<file path="config.mk">
export PLATFORM = sky130hd
export DESIGN_NAME = mac_accumulate
export DESIGN_NICKNAME = d
export VERILOG_FILES = /design/src/rtl/mac_acc_pkg.sv /design/src/rtl/mac_sat_narrow.sv /design/src/rtl/mac_accumulate.sv
export SDC_FILE = /design/constraint.sdc
export NUM_CORES = 1
export LEC_CHECK = 0
export CELL_PAD_IN_SITES_DETAIL_PLACEMENT = 2
export CELL_PAD_IN_SITES_GLOBAL_PLACEMENT = 2
export CORE_AREA = 3 3 99 101
export DETAILED_ROUTE_END_ITERATION = 12
export DIE_AREA = 0 0 102 104
export PLACE_DENSITY_LB_ADDON = 0.12
export SETUP_SLACK_MARGIN = 0.05
export SYNTH_ARGS = -nofsm -noshare
export SYNTH_HDL_FRONTEND = slang
export SYNTH_SLANG_ARGS = --single-unit
</file>
<file path="constraint.sdc">
create_clock -name clk -period 2.5 [get_ports clk]
set_input_delay 0.5 -clock clk [delete_from_list [all_inputs] [get_ports clk]]
set_output_delay 0.5 -clock clk [all_outputs]
set_load 0.01 [all_outputs]
</file>
<file path="src/rtl/mac_acc_pkg.sv">
// Shared types and constants for the MAC accumulate stage.
// Latency: n/a (declarations only).
// Backpressure: n/a.
package mac_acc_pkg;

  typedef enum logic [1:0] {
    IDLE = 2'd0,
    ACC  = 2'd1,
    DONE = 2'd2
  } state_e;

  // Accumulator width: result width plus guard bits.
  function automatic int acc_width(input int n, input int g);
    return n + g;
  endfunction

  // Largest positive N-bit two's complement value.
  function automatic int sat_max(input int n);
    return (1 << (n - 1)) - 1;
  endfunction

  // Most negative N-bit two's complement value.
  function automatic int sat_min(input int n);
    return -(1 << (n - 1));
  endfunction

endpackage

</file>
<file path="src/rtl/mac_sat_narrow.sv">
// Narrows the guard-extended accumulator to N bits and flags overflow.
// Latency: combinational.
// Backpressure: none. MAC_ACC_SATURATE_EN selects clamping, else truncation.
module mac_sat_narrow
  import mac_acc_pkg::*;
#(
  parameter int N = 8,
  parameter int G = 4
) (
  input  logic [N+G-1:0] acc_i,
  output logic [N-1:0]   res_o,
  output logic           ovf_o
);

  localparam int ACC_W = acc_width(N, G);

  logic [G:0] upper;

`ifdef MAC_ACC_SATURATE_EN
  localparam logic [N-1:0] SAT_MAX = N'(sat_max(N));
  localparam logic [N-1:0] SAT_MIN = N'(sat_min(N));
`endif

  // Value fits in N bits only when the top G+1 bits are all sign copies.
  always_comb begin
    upper = acc_i[ACC_W-1:N-1];
    ovf_o = ~((&upper) | ~(|upper));
`ifdef MAC_ACC_SATURATE_EN
    if (ovf_o) begin
      res_o = acc_i[ACC_W-1] ? SAT_MIN : SAT_MAX;
    end else begin
      res_o = acc_i[N-1:0];
    end
`else
    res_o = acc_i[N-1:0];
`endif
  end

endmodule

</file>
<file path="src/rtl/mac_accumulate.sv">
// Sums a stream of signed products onto a bias; emits the narrowed dot product on the last beat.
// Latency: acc_valid_o rises the cycle after the last beat is accepted.
// Backpressure: prod_ready_o low while a result waits in DONE; no bypass. Optional: MAC_ACC_SATURATE_EN.
module mac_accumulate
  import mac_acc_pkg::*;
#(
  parameter int N     = 8,
  parameter int G     = 4,
  parameter int LEN_W = 8
) (
  input  logic             clk,
  input  logic             rst,
  input  logic [N-1:0]     prod_i,
  input  logic             prod_valid_i,
  input  logic             prod_last_i,
  output logic             prod_ready_o,
  input  logic [N-1:0]     bias_i,
  output logic [N-1:0]     acc_o,
  output logic             acc_valid_o,
  input  logic             acc_ready_i,
  output logic [LEN_W-1:0] count_o,
  output logic             ovf_o
);

  localparam int ACC_W = acc_width(N, G);

  state_e             state_q, state_d;
  logic [ACC_W-1:0]   acc_q, acc_d;
  logic [LEN_W-1:0]   cnt_q, cnt_d;
  logic [N-1:0]       res_q, res_d;
  logic               ovf_q, ovf_d;
  logic [LEN_W-1:0]   count_q, count_d;

  logic               beat_acc;
  logic [ACC_W-1:0]   prod_sext;
  logic [ACC_W-1:0]   bias_sext;
  logic [ACC_W-1:0]   sum;
  logic [LEN_W-1:0]   cnt_new;
  logic [N-1:0]       res_n;
  logic               ovf_n;

  assign beat_acc = prod_valid_i & prod_ready_o;

  // Narrow the post-beat sum so the result registers load on the last beat's edge.
  mac_sat_narrow #(.N(N), .G(G)) u_narrow (
    .acc_i (sum),
    .res_o (res_n),
    .ovf_o (ovf_n)
  );

  // State register.
  always_ff @(posedge clk or posedge rst) begin
    if (rst) state_q <= IDLE;
    else     state_q <= state_d;
  end

  // Next-state: a last beat closes the vector; the consumer's accept reopens it.
  always_comb begin
    state_d = state_q;
    case (state_q)
      IDLE:    if (beat_acc) state_d = prod_last_i ? DONE : ACC;
      ACC:     if (beat_acc && prod_last_i) state_d = DONE;
      DONE:    if (acc_ready_i) state_d = IDLE;
      default: state_d = IDLE;
    endcase
  end

  // FSM outputs: handshakes are pure functions of state.
  always_comb begin
    prod_ready_o = (state_q != DONE);
    acc_valid_o  = (state_q == DONE);
  end

  // Datapath: seed with bias on the first beat, saturating beat counter, result capture.
  always_comb begin
    prod_sext = {{G{prod_i[N-1]}}, prod_i};
    bias_sext = {{G{bias_i[N-1]}}, bias_i};
    if (state_q == IDLE) begin
      sum     = bias_sext + prod_sext;
      cnt_new = LEN_W'(1);
    end else begin
      sum     = acc_q + prod_sext;
      cnt_new = (cnt_q == '1) ? cnt_q : cnt_q + LEN_W'(1);
    end
    acc_d   = acc_q;
    cnt_d   = cnt_q;
    res_d   = res_q;
    ovf_d   = ovf_q;
    count_d = count_q;
    if (beat_acc) begin
      acc_d = sum;
      cnt_d = cnt_new;
      if (prod_last_i) begin
        res_d   = res_n;
        ovf_d   = ovf_n;
        count_d = cnt_new;
      end
    end
  end

  // Accumulator, counter and result registers; reset drops any partial sum.
  always_ff @(posedge clk or posedge rst) begin
    if (rst) begin
      acc_q   <= '0;
      cnt_q   <= '0;
      res_q   <= '0;
      ovf_q   <= 1'b0;
      count_q <= '0;
    end else begin
      acc_q   <= acc_d;
      cnt_q   <= cnt_d;
      res_q   <= res_d;
      ovf_q   <= ovf_d;
      count_q <= count_d;
    end
  end

  assign acc_o   = res_q;
  assign ovf_o   = ovf_q;
  assign count_o = count_q;

endmodule

</file>
=== Word-level counts from Yosys, hierarchy flattened ===
Index checks and enable logic that the tools add are counted.

* Input bits: 21
* Register bits after elaboration: 39
* Word-level logic and storage cells: 34
* Output and inout bits: 19

* $add $sub $neg: 3
* Bitwise gates (word level): 4
* Eq/ne operators: 7
* Reductions and logical operators: 6
* Muxes and demuxes: 8

{| class="wikitable"
|+ Operators with widths
! kind !! number
|-
| $mux W8 || 2
|-
| $add A12 B12 Y12 || 1
|-
| $mux W12 || 1
|-
| $add A8 B8 Y9 || 1
|-
| $add A8 B1 Y8 const B || 1
|-
| $eq A8 B8 Y1 const B || 1
|-
| $mux W2 || 4
|-
| $ne A2 B2 Y1 const B || 3
|-
| $pmux W2 S3 || 1
|-
| $reduce_and A5 Y1 || 1
|-
| $reduce_or A5 Y1 || 1
|-
| $reduce_and A3 Y1 || 1
|-
| $eq A2 B1 Y1 const B || 1
|-
| $eq A2 B2 Y1 const B || 1
|-
| $logic_not A2 Y1 || 1
|-
| $ne A2 B1 Y1 const B || 1
|-
| $not A1 Y1 || 2
|-
| $reduce_and A2 Y1 || 1
|-
| $and A1 B1 Y1 || 1
|-
| $logic_and A1 B1 Y1 || 1
|-
| $or A1 B1 Y1 || 1
|}

=== Logic depth before layout (Yosys ltp) ===
* Depth in word-level cells: 6
* Mapped depth: 10

=== By module ===
From an unflattened synthesis, not the netlist that was laid out.

* Cells, all modules: 322
* Area total of the unflattened synthesis: 2844.0 µm²

{| class="wikitable"
|+ By module, submodules not included
! module !! instances !! area each (µm²) !! seq. area each (µm²) !! cells an instance
|-
| mac_accumulate || 1 || 2752.6 || 975.9 || 311
|-
| mac_sat_narrow || 1 || 91.3 || 0.0 || 11
|}

=== Worst setup path after synthesis ===
No wires, ideal clock.

* Path kind: input to register
* Start point: input port prod_i[0]
* End point: register ovf_q (netlist: ovf_o)
* Library setup time: 0.136 ns
* Path slack: -0.029 ns
* Arrival: 2.393 ns
* Stages on the path: 9
* Cells stage by stage: ha_1 fa_1 a21o_1 a221oi_2 o21bai_1 mux2i_1 a21bo_2 a2111oi_2 a211oi_1

* Cells in the longest elaborated chain, start to end: 6
* Elaborated cells between the ends (all ways): 8
* Those cells by class: 2 x add/sub; 1 x mux; 3 x bitwise; 2 x reduce/logical

{| class="wikitable"
|+ RTL lines
! what !! RTL line !! RTL
|-
| from (decl) || mac_accumulate.sv:13 || <nowiki>input logic [N-1:0] prod_i,</nowiki>
|-
| $add A12 B12 Y12 or $add A8 B8 Y9 (tied branches) || mac_accumulate.sv:82, mac_accumulate.sv:79 ||
|-
| $mux W12 * || mac_accumulate.sv:78 || <nowiki>if (state_q == IDLE) begin</nowiki>
|-
| $reduce_or A5 Y1 || mac_sat_narrow.sv:27 || <nowiki>ovf_o = ~((&upper) | ~(|upper));</nowiki>
|-
| $not A1 Y1 || mac_sat_narrow.sv:27 ||
|-
| $or A1 B1 Y1 * || mac_sat_narrow.sv:27 ||
|-
| $not A1 Y1 * || mac_sat_narrow.sv:27 ||
|-
| to (signal assigned) || mac_accumulate.sv:113 || <nowiki>ovf_q <= ovf_d;</nowiki>
|-
| to (decl) || mac_accumulate.sv:31 || <nowiki>logic ovf_q, ovf_d;</nowiki>
|}

Mark *: on every way between the ends. The rest lies on a longest branch, timed or not.
A chain may end at the register's enable or synchronous reset.

=== Worst setup path after layout ===
Ends and elaborated chain as after synthesis.

==> results.tsv <==
metric	value	unit
setup repair after global routing missed its margin	yes	
unique cell type count in the Yosys netlist	45	
tightest slew margin relative to the limit	0.654	
Max IR drop VDD	0.000277	V
detailed-route vias per instance	5.12	
area of the mapped netlist	0.00266	sq mm
type of the tightest min-delay check	reg -> reg	
vias after detailed routing	2646	
via count of the first global-routing pass	2998	
all-layer global routing usage	0.181	
maximum fanout along the worst path	3	
element type at the critical path start	primary input	
most frequent cells in the layout	sky130_fd_sc_hd__buf_4, sky130_fd_sc_hd__nand2_1, sky130_fd_sc_hd__dfrtp_1	
H-tree lvl count	2	
Avg WL per Cell	17.6	microns
most frequent standard cell in the layout excluding fill and tap cells	sky130_fd_sc_hd__buf_4	
final hold violation count	0	
worst slack, placed	-0.816	ns
Setup Viol. Count Final	1	
EDFF count, synth	0	
shortest period the worst path allows	2.53	ns
initial core utilization	0.292	
count of state elements after synthesis	39	
antenna violations before repair	0	
CTS sink cnt	39	
# port buffers	39	
iteration-0 DRC count of the detailed router	54	
number of buffers created by CTS	5	
fraction of layout cells with a size suffix above 1	0.281	
Worst Setup Path Type	in -> reg	
clock root cell	sky130_fd_sc_hd__clkbuf_8	
instance area after placement	0.00355	sq mm
top post-synthesis cells by area	sky130_fd_sc_hd__dfrtp_1, sky130_fd_sc_hd__ha_1, sky130_fd_sc_hd__nand2_1	
share of synthesized registers carrying an async set or reset	1.00	
DRC viols	0	
Floorplan Core Area	0.00911	sq mm
filler cell count	1030	
leading area contributor after synthesis	sky130_fd_sc_hd__dfrtp_1	
Crit. End Element	flip-flop	
maximum number of pins on one net before global-route repair	40	
reported max-cap violation count	0	
first-pass GRT wire length	15200	microns
boundary pin count	40	
fraction of synthesized cell area taken by the top area cell type	0.367	
static leakage	1.73	nW
count of synthesis-stage warnings from yosys	0	
mean post-synth cell area	8.72	sq um
final setup slack of the worst path	-0.0329	ns
arrival time reported for the critical path endpoint	2.70	ns
worst path required time	2.67	ns
Main synth FF type	sky130_fd_sc_hd__dfrtp_1	
dpl hpwl	6600	microns
number of cells after detailed placement	495	
clock-pin slew on the worst setup and hold paths	0.08	ns
sequential cell area fraction in the yosys report	0.367	
Detail Route Antenna Nets	0	
maximum root-to-sink buffer count	2	
post-route standard cell area excluding fillers	0.00392	sq mm
area growth from synthesis to layout	47.5	%
Post-Syn Nets	348	
weighted congestion at the end of routability-driven global placement	0.812	
Die ar.	0.0106	sq mm
diodes inserted	0	
run status	finished, violations left	
Seq. cell area	976	sq um
number of max-slew violations in the final report	0	
transition at the pin with the smallest max-transition slack	0.519	ns
power density normalized to cell area	906	mW/mm^2
total power	3.55	mW
overall die width	102	microns
worst clock skew	0.00297	ns
Final Util	0.431	
clock insertion delay at the later pin of the skew report	0.29	ns
first-pass detailed-route iteration total	4	
area of combinational cells with multiple inputs	0.00183	sq mm
GR Overflow Total	0	
nets@finish	448	
achievable frequency	395	MHz
number of cell rows	35	
Hold Buf Count CTS	0	
Die Span Y	104	microns
Tcrit/Tclk final	1.01	
violated checks	setup timing	
clock tree from TritonCTS	built	
number of cells in the finished layout apart from fillers	517	
detailed-route wire length	9120	microns
instance count of the mapped netlist	305	
## cell usage after synthesis (2+ instances only)
library cell / count
sky130_fd_sc_hd__o211a_1: 2
sky130_fd_sc_hd__nand3_1: 7
sky130_fd_sc_hd__or2_1: 4
sky130_fd_sc_hd__or3_1: 3
sky130_fd_sc_hd__nor2b_1: 3
sky130_fd_sc_hd__a21o_1: 3
sky130_fd_sc_hd__a22o_1: 3
sky130_fd_sc_hd__mux2_2: 4
sky130_fd_sc_hd__and2_1: 4
sky130_fd_sc_hd__o31ai_1: 8
sky130_fd_sc_hd__fa_1: 2
sky130_fd_sc_hd__clkbuf_1: 8
sky130_fd_sc_hd__buf_2: 2
sky130_fd_sc_hd__o21a_1: 6
sky130_fd_sc_hd__a211oi_1: 4
sky130_fd_sc_hd__a21oi_1: 16
sky130_fd_sc_hd__ha_1: 20
sky130_fd_sc_hd__o21ai_0: 30
sky130_fd_sc_hd__mux2i_1: 4
sky130_fd_sc_hd__inv_1: 11
sky130_fd_sc_hd__xnor2_1: 8
sky130_fd_sc_hd__nor2_1: 28
sky130_fd_sc_hd__and3_1: 3
sky130_fd_sc_hd__xor2_1: 4
sky130_fd_sc_hd__a31oi_1: 4
sky130_fd_sc_hd__nand2_1: 40
sky130_fd_sc_hd__dfrtp_1: 39
sky130_fd_sc_hd__o211ai_1: 6
sky130_fd_sc_hd__nor3_1: 10
sky130_fd_sc_hd__nand2b_1: 4
## registers in the layout (all words and copies together) (netlist names)
signal	cells
acc_o	8
acc_q	12
count_o	8
cnt_q	8
ovf_o	1
state_q	2
## critical path: stages
cell	delay, ns
sky130_fd_sc_hd__buf_2	0.12
sky130_fd_sc_hd__buf_6	0.11
sky130_fd_sc_hd__ha_4	0.15
sky130_fd_sc_hd__fa_2	0.34
sky130_fd_sc_hd__a21o_1	0.20
sky130_fd_sc_hd__a221oi_2	0.28
sky130_fd_sc_hd__buf_4	0.16
sky130_fd_sc_hd__a211oi_2	0.08
sky130_fd_sc_hd__mux2i_2	0.19
sky130_fd_sc_hd__or2_1	0.24
sky130_fd_sc_hd__o41ai_2	0.22
sky130_fd_sc_hd__a211oi_1	0.11
## layout make-up
cell class                      count  area share
Timing Repair Buffer              103       0.217
Inverter                           11      0.0105
Tap cell                          111      0.0354
Clock buffer                        6      0.0185
Multi-Input combinational cell    245       0.466
Sequential cell                    39       0.249
Clock inverter                      2     0.00319
## cell families after synthesis
group | after synthesis | share of synthesized area
AOI/OAI and AO/OA | 95 | 0.239
adders and majority gates | 22 | 0.109
buffers and inverters | 21 | 0.0306
xor gates and xnor gates | 12 | 0.0395
muxes | 8 | 0.0320
DFF | 39 | 0.367
and+or+nand+nor | 108 | 0.183
## layer usage
| layer | up-vias | track usage | wire length, microns |
|---|---|---|---|
| li1 | 1300 | - | - |
| met1 | 1301 | 0.227 | 4020 |
| met2 | 33 | 0.320 | 4720 |
| met3 | 12 | 0.0275 | 223 |
| met4 | 0 | 0.0469 | 147 |
| met5 | - | 0 | 0 |
## worst paths after layout
| kind | startpoint | end | slack [ns] | depth (start not counted) |
|---|---|---|---|---|
| max | prod_i[0] | ovf_o | -0.03 | 12 |
| min | acc_o[7] | acc_o[7] | 0.48 | 1 |
| max reg2reg | acc_q[0] | ovf_o | -0.03 | 10 |
| min reg2reg | acc_o[7] | acc_o[7] | 0.48 | 1 |
| max in group asynchronous | rst | acc_q[8] | 1.51 | 3 |
| min in group asynchronous | rst | acc_o[1] | 0.63 | 3 |
## per-stage QoR
stage	hold slack, ns	setup TNS, ns
detailed placement	0.472	-4.99
global placement	0.460	-4.34
finish	0.482	-0.0329
floorplan	0.450	0
CTS	0.491	-0.0586
global route	0.516	-0.165
## report_power, final
group          internal (mW)  total, mW  switching, mW
Combinational           1.13       2.15           1.02
Clock                  0.195      0.422          0.227
Sequential             0.822      0.986          0.164
## timing repair
action | CTS | global route
cloned | 0 | 0
pin swaps | 23 | 3
resized for setup | 48 | 6
setup buffers | 14 | 0
setup endpoints to repair | 11 | 8
(Power assumes the default switching activity.)
